`src/rtl/ps2_pkg.sv`:
```
// Shared PS/2 definitions: host transmitter FSM states, command bytes and parity helper.
package ps2_pkg;

  typedef enum logic [2:0] {
    IDLE,
    INHIBIT,
    RTS,
    DATA,
    PARITY,
    STOP,
    ACK,
    WAIT_IDLE
  } ps2_state_t;

  localparam logic [7:0] CMD_RESET    = 8'hFF;
  localparam logic [7:0] CMD_SET_LEDS = 8'hED;
  localparam logic [7:0] CMD_RESEND   = 8'hFE;
  localparam logic [7:0] ACK_BYTE     = 8'hFA;

  function automatic logic odd_parity(input logic [7:0] b);
    return ~^b;
  endfunction

endpackage

```
`src/rtl/ps2_sync_edge.sv`:
```
// Synchroniser for the PS/2 clock and data lines plus a registered clock falling-edge strobe.
// Shared between the host transmitter and the keyboard receiver.
module ps2_sync_edge #(
  parameter int unsigned SYNC_STAGES = 2
) (
  input  logic clock,
  input  logic reset,
  input  logic clk_in,
  input  logic dat_in,
  output logic clk_sync,
  output logic dat_sync,
  output logic clk_fall
);

  logic [SYNC_STAGES-1:0] clk_sr;
  logic [SYNC_STAGES-1:0] dat_sr;
  logic                   clk_prev;

  // Idle bus level is high, so reset to 1 to avoid a phantom edge after reset.
  always_ff @(posedge clock or posedge reset) begin
    if (reset) begin
      clk_sr   <= '1;
      dat_sr   <= '1;
      clk_prev <= 1'b1;
      clk_fall <= 1'b0;
    end else begin
      clk_sr[0] <= clk_in;
      dat_sr[0] <= dat_in;
      for (int unsigned i = 1; i < SYNC_STAGES; i++) begin
        clk_sr[i] <= clk_sr[i-1];
        dat_sr[i] <= dat_sr[i-1];
      end
      clk_prev <= clk_sync;
      clk_fall <= clk_prev & ~clk_sync;
    end
  end

  assign clk_sync = clk_sr[SYNC_STAGES-1];
  assign dat_sync = dat_sr[SYNC_STAGES-1];

endmodule

```
`src/rtl/ps2_host_tx.sv`:
```
// PS/2 host-to-device transmitter: inhibit, request-to-send, 8 data bits, odd parity, stop, ack.
// Optional PS2_TX_RETRY_EN: retry a failed byte from INHIBIT up to 2 times before flagging error.
module ps2_host_tx
  import ps2_pkg::*;
#(
  parameter int unsigned INHIBIT_CYCLES = 6000,
  parameter int unsigned TIMEOUT_CYCLES = 750000,
  parameter int unsigned SYNC_STAGES    = 2
) (
  input  logic       clock,
  input  logic       reset,
  input  logic [7:0] cmd_data,
  input  logic       cmd_valid,
  output logic       cmd_ready,
  input  logic       ps2_clk_in,
  input  logic       ps2_dat_in,
  output logic       ps2_clk_oe,
  output logic       ps2_dat_oe,
  output logic       done,
  output logic       error,
  output logic       busy
);

  localparam int unsigned INH_W = (INHIBIT_CYCLES > 1) ? $clog2(INHIBIT_CYCLES) : 1;
  localparam int unsigned TMO_W = (TIMEOUT_CYCLES > 1) ? $clog2(TIMEOUT_CYCLES) : 1;
  localparam logic [INH_W-1:0] INH_LAST = INH_W'(INHIBIT_CYCLES - 1);
  localparam logic [TMO_W-1:0] TMO_LAST = TMO_W'(TIMEOUT_CYCLES - 1);

  ps2_state_t       state, state_nx;
  logic             clk_sync, dat_sync, clk_fall;
  logic [INH_W-1:0] inh_cnt;
  logic [TMO_W-1:0] tmo_cnt;
  logic [7:0]       cmd_byte;
  logic             parity;
  logic [2:0]       bit_cnt;
  logic             dat_drv;
  logic             in_frame, tmo_hit, nack, ack_ok, fail, give_up;
`ifdef PS2_TX_RETRY_EN
  logic [1:0]       retry_cnt;
  logic             retry;
`endif

  ps2_sync_edge #(.SYNC_STAGES(SYNC_STAGES)) u_sync (
    .clock    (clock),
    .reset    (reset),
    .clk_in   (ps2_clk_in),
    .dat_in   (ps2_dat_in),
    .clk_sync (clk_sync),
    .dat_sync (dat_sync),
    .clk_fall (clk_fall)
  );

  assign in_frame = state inside {DATA, PARITY, STOP, ACK};
  assign tmo_hit  = in_frame && (tmo_cnt == TMO_LAST);
  assign nack     = (state == ACK) && clk_fall && !tmo_hit && dat_sync;
  assign ack_ok   = (state == ACK) && clk_fall && !tmo_hit && !dat_sync;
  assign fail     = tmo_hit || nack;
`ifdef PS2_TX_RETRY_EN
  assign retry    = fail && (retry_cnt != 2'd2);
  assign give_up  = fail && !retry;
`else
  assign give_up  = fail;
`endif

  always_ff @(posedge clock or posedge reset) begin
    if (reset) state <= IDLE;
    else       state <= state_nx;
  end

  always_comb begin
    state_nx = state;
    case (state)
      IDLE:      if (cmd_valid) state_nx = INHIBIT;
      INHIBIT:   if (inh_cnt == INH_LAST) state_nx = RTS;
      RTS:       state_nx = DATA;
      DATA:      if (clk_fall && bit_cnt == 3'd7) state_nx = PARITY;
      PARITY:    if (clk_fall) state_nx = STOP;
      STOP:      if (clk_fall) state_nx = ACK;
      ACK:       if (clk_fall) state_nx = WAIT_IDLE;
      WAIT_IDLE: if (clk_sync && dat_sync) state_nx = IDLE;
      default:   state_nx = IDLE;
    endcase
    // Timeout skips WAIT_IDLE and beats a falling edge in the same cycle.
    if (tmo_hit) state_nx = IDLE;
`ifdef PS2_TX_RETRY_EN
    if (retry) state_nx = INHIBIT;
`endif
  end

  always_ff @(posedge clock or posedge reset) begin
    if (reset) begin
      inh_cnt   <= '0;
      tmo_cnt   <= '0;
      cmd_byte  <= '0;
      parity    <= 1'b0;
      bit_cnt   <= '0;
      dat_drv   <= 1'b0;
      done      <= 1'b0;
      error     <= 1'b0;
`ifdef PS2_TX_RETRY_EN
      retry_cnt <= '0;
`endif
    end else begin
      done    <= ack_ok;
      error   <= give_up;
      inh_cnt <= (state == INHIBIT) ? inh_cnt + 1'b1 : '0;
      tmo_cnt <= in_frame ? tmo_cnt + 1'b1 : '0;
      if (state == IDLE && cmd_valid) begin
        cmd_byte <= cmd_data;
        parity   <= odd_parity(cmd_data);
`ifdef PS2_TX_RETRY_EN
        retry_cnt <= '0;
`endif
      end
      // Start bit is held from RTS until the first device clock edge.
      if (state == RTS) begin
        bit_cnt <= '0;
        dat_drv <= 1'b1;
      end else if (clk_fall) begin
        case (state)
          DATA: begin
            dat_drv <= ~cmd_byte[bit_cnt];
            bit_cnt <= bit_cnt + 1'b1;
          end
          PARITY:  dat_drv <= ~parity;
          STOP:    dat_drv <= 1'b0;
          default: ;
        endcase
      end
`ifdef PS2_TX_RETRY_EN
      if (retry) retry_cnt <= retry_cnt + 1'b1;
`endif
    end
  end

  always_comb begin
    cmd_ready  = (state == IDLE);
    busy       = (state != IDLE);
    ps2_clk_oe = (state == INHIBIT) || (state == RTS);
    ps2_dat_oe = (state == RTS) || (in_frame && dat_drv);
  end

endmodule

```
`config.mk`:
```
export PLATFORM = sky130hd
export DESIGN_NAME = ps2_host_tx
export DESIGN_NICKNAME = d
export VERILOG_FILES = /design/src/rtl/ps2_pkg.sv /design/src/rtl/ps2_sync_edge.sv /design/src/rtl/ps2_host_tx.sv
export SDC_FILE = /design/constraint.sdc
export NUM_CORES = 1
export LEC_CHECK = 0
export BUFFER_PORTS_ARGS = -buffer_cell sky130_fd_sc_hd__buf_4
export CAP_MARGIN = 20
export CORE_MARGIN = 4
export CORE_UTILIZATION = 40
export CTS_CLUSTER_DIAMETER = 150
export DETAILED_ROUTE_END_ITERATION = 10
export PLACE_DENSITY = 0.58
export SYNTH_ARGS = -nofsm -noshare
export SYNTH_HDL_FRONTEND = slang
export SYNTH_SLANG_ARGS = --single-unit
```
`constraint.sdc`:
```
create_clock -name clock -period 1.8 [get_ports clock]
set_input_delay 0.18 -clock clock [delete_from_list [all_inputs] [get_ports clock]]
set_output_delay 0.18 -clock clock [all_outputs]
set_load 0.02 [all_outputs]
```
==> run_results.csv <==
group,metric,value,unit
timing,setup_viol_count_final,0,
worst_setup_path,start_kind,"register",
floorplan,ios,19,
worst_setup_path,rrSetupSlack,20,ps
global_routing,grt_usage,14.61,%
yosys,ys.flop_type,"dfrtp_1",
worst_setup_path,r2r-start,"inh_cnt[7]",
yosys,ys_seq_elements,57,
floorplan,row_count,30,
place,numPortBuffers,18,
global_routing,grt_max_degree,48,
worst_setup_path,cp.required,2050,ps
finish,n_fill_cell,645,
flow_run,cap_violations,0,
finish,area_growth,24.29,%
worst_setup_path,crit_chain,"or4b_4, o41ai_4, nand3_2, o31ai_2",
worst_setup_path,crit_buf_inv,0,
worst_setup_path,crit_family,"simple AND/OR/NAND/NOR gates",
timing,finalMaxSlewViolations,0,
global_routing,grt_antenna_before_repair,0,
global_routing,grt_pass1_vias,2145,
timing,rsz0062_at_grt,"true",
min_path,hold_path_startpoint,"cmd_data[5]",
floorplan,die_y,93.23,um
place,gp_congestion,0.7644,
worst_setup_path,crit_slowest_cell,"or4b_4",
routing,drcViolationCount,0,
power,ir_drop,0.0008162,V
finish,antenna_cells,0,
routing,wire_per_inst,13.36,um
worst_setup_path,r2r_cells,4,
yosys,synth_enable_flop_cells,0,
clock_network,cts-root-buf,"clkbuf_8",
routing,first_iter_violations,60,
timing,hold_violations,0,
timing,finalCritPeriodShare,98.68,%
yosys,netlist_top_cells_area,"dfrtp_1 (45%), xnor2_1 (5.4%), dfstp_2 (4.5%), mux2_2 (3.9%), nor2_1 (3.2%)",
yosys,yosys_warnings,0,
yosys,synthesis.area,2905,um2
finish,final_layout_size_suffix_gt1_share,25.23,%
worst_setup_path,crit_path_max_incr_delay,540,ps
clock_network,cts_tree,"built",
global_routing,grt_pass1_wl,9922,um
clock_network,htreeDepth,3,
min_path,min_path_type,"in -> reg",
run_status,status,"finished clean",
timing,fmax,563.0,MHz
clock_network,numClockSinks,57,
clock_network,clk_path_buf_depth,2,
finish,final_nets,344,
routing,firstDrtPassIters,4,
worst_setup_path,timing.rr.end,"state[2]",
yosys,syn_nets,298,
worst_setup_path,endpoint_kind,"register",
routing,via_per_inst,5.120,
place,pre_cts_ws,-98.22,ps
routing,ant_nets,0,
floorplan,die_w,93.23,um
floorplan,start_util,42.07,%
yosys,syn_avg_cell_area,10.45,um2
timing,fin_ws,23.78,ps
routing,drt_wl_total,5676,um
timing,fin_crit,1776,ps
yosys,synth.most_common_cell,"dfrtp_1",
worst_setup_path,arrival,2020,ps
worst_setup_path,path_max_fanout,3,
yosys,post-synth-top-area-cell,"dfrtp_1",
timing,finClkSkew,6.158,ps
yosys,synth_top_area_share,44.79,%
yosys,synthTopCellsByCount,"dfrtp_1 (52), nor2_1 (25), xnor2_1 (18)",
timing,tightest_slew,473.5,ps
global_routing,grt_overflow,0,
min_path,min_path_cells,2,
worst_setup_path,crit_type,"reg -> reg",
floorplan,die-area,8691,um2
power,p_per_area,1301,nW/um2
power,p_leak,1.531,nW
timing,max_slew_margin,68.34,%
place,dp_hpwl,3993,um
routing,vias,2176,
clock_network,cts_buffers,9,
yosys,synth_cell_types,45,
yosys,synthArstFlopShare,100.0,%
clock_network,clkLatencyLatePin,330,ps
min_path,min_to,"cmd_byte[5]",
clock_network,clk_pin_slew,60,ps
power,fin_total_pwr,4.699,mW
floorplan,coreArea,6907,um2
yosys,seq_area_frac_synth,49.31,%
yosys,syn_inst,278,
## worst max-delay path by stage
| stage | start | end | slack, ps | depth (start not counted) |
|---|---|---|---|---|
| final | inh_cnt[7] | state[2] | 20 | 4 |
| after global routing | state[1] | ps2_dat_oe | -50 | 4 |
| after CTS | state[2] | ps2_dat_oe | 3 | 4 |
| after floorplan | state[1] | state[0] | 9 | 7 |
| after global placement | inh_cnt[7] | state[2] | 5 | 4 |
| after detailed placement | inh_cnt[7] | state[2] | -100 | 4 |
## metrics by stage
stage	instances	utilization [%]	cell area (um2)	hold slack [ps]	TNS, ps
floorplan	278	-	2918	184.5	0
global route	425	52.28	3611	65.42	-73.76
finish	425	52.28	3611	92.37	0
CTS	423	51.99	3591	75.03	0
global placement	404	48.35	3339	144.3	0
detailed placement	404	48.35	3339	142.2	-98.22
## per-layer routing
metal,part of all wire (%),GRT usage [%]
met1,50,20.03
met5,0,0
met2,45,20.85
met3,3.8,4.586
met4,1.3,6.960
## layout by cell type, fill, tap and decap left out, drive strengths merged, types with 3 or more instances in the layout
master / netlist / layout
and2: 3 / 3
dlygate4sd3: 0 / 3
dfrtp: 52 / 52
o31ai: 3 / 3
ha: 7 / 7
nand3: 16 / 16
o21ai: 14 / 14
nor2b: 4 / 4
inv: 10 / 10
nand2: 14 / 14
nor4: 4 / 4
nand4: 12 / 12
and3: 8 / 8
buf: 2 / 41
nor2: 25 / 25
or3: 10 / 10
nor3: 8 / 8
xor2: 10 / 10
clkbuf: 7 / 14
xnor2: 18 / 18
a21oi: 11 / 11
dfstp: 5 / 5
mux2: 10 / 10
## cell families after synthesis
group / Yosys count / share of synthesized area, %
AND/OR/NAND/NOR: 111 / 20.84
flip-flops: 57 / 49.31
AO/OA/AOI/OAI: 44 / 10.47
XOR/XNOR: 28 / 8.441
buffers and inverters: 19 / 2.498
multiplexers: 12 / 5.426
adder cells (fa/ha/maj): 7 / 3.015
## final cells by class
class                           instances  area [um2]  share of cell area [%]
Sequential cell                        57        1433                   39.67
Timing Repair Buffer                   44       375.4                   10.40
Tap cell                               96       120.1                   3.326
Clock buffer                           14       172.7                   4.782
Multi-Input combinational cell        202        1438                   39.81
Clock inverter                          2       35.03                  0.9702
Inverter                               10       37.54                   1.040
## registers in the layout (all words and copies together) (netlist names)
signal,cells
tmo_cnt,20
inh_cnt,13
cmd_byte,8
bit_cnt,3
state,3
u_sync.clk_sr,2
u_sync.dat_sr,2
dat_drv,1
done,1
error,1
parity,1
u_sync.clk_fall,1
u_sync.clk_prev,1
## report_power, final
group          switching, mW  internal (mW)
clock                  0.480          0.751
combinational          0.895          0.900
sequential             0.171           1.50
total                   1.55           3.15
## timing repair
item	4_1_cts	5_1_grt
hold endpoints to repair	12	0
endpoints found under the setup margin	2	3
setup buffers	0	2
hold buffers	3	0
pin swaps	1	4
resized for setup	2	2
gates cloned	0	0
No activity file was read; power rests on OpenSTA's default activity.
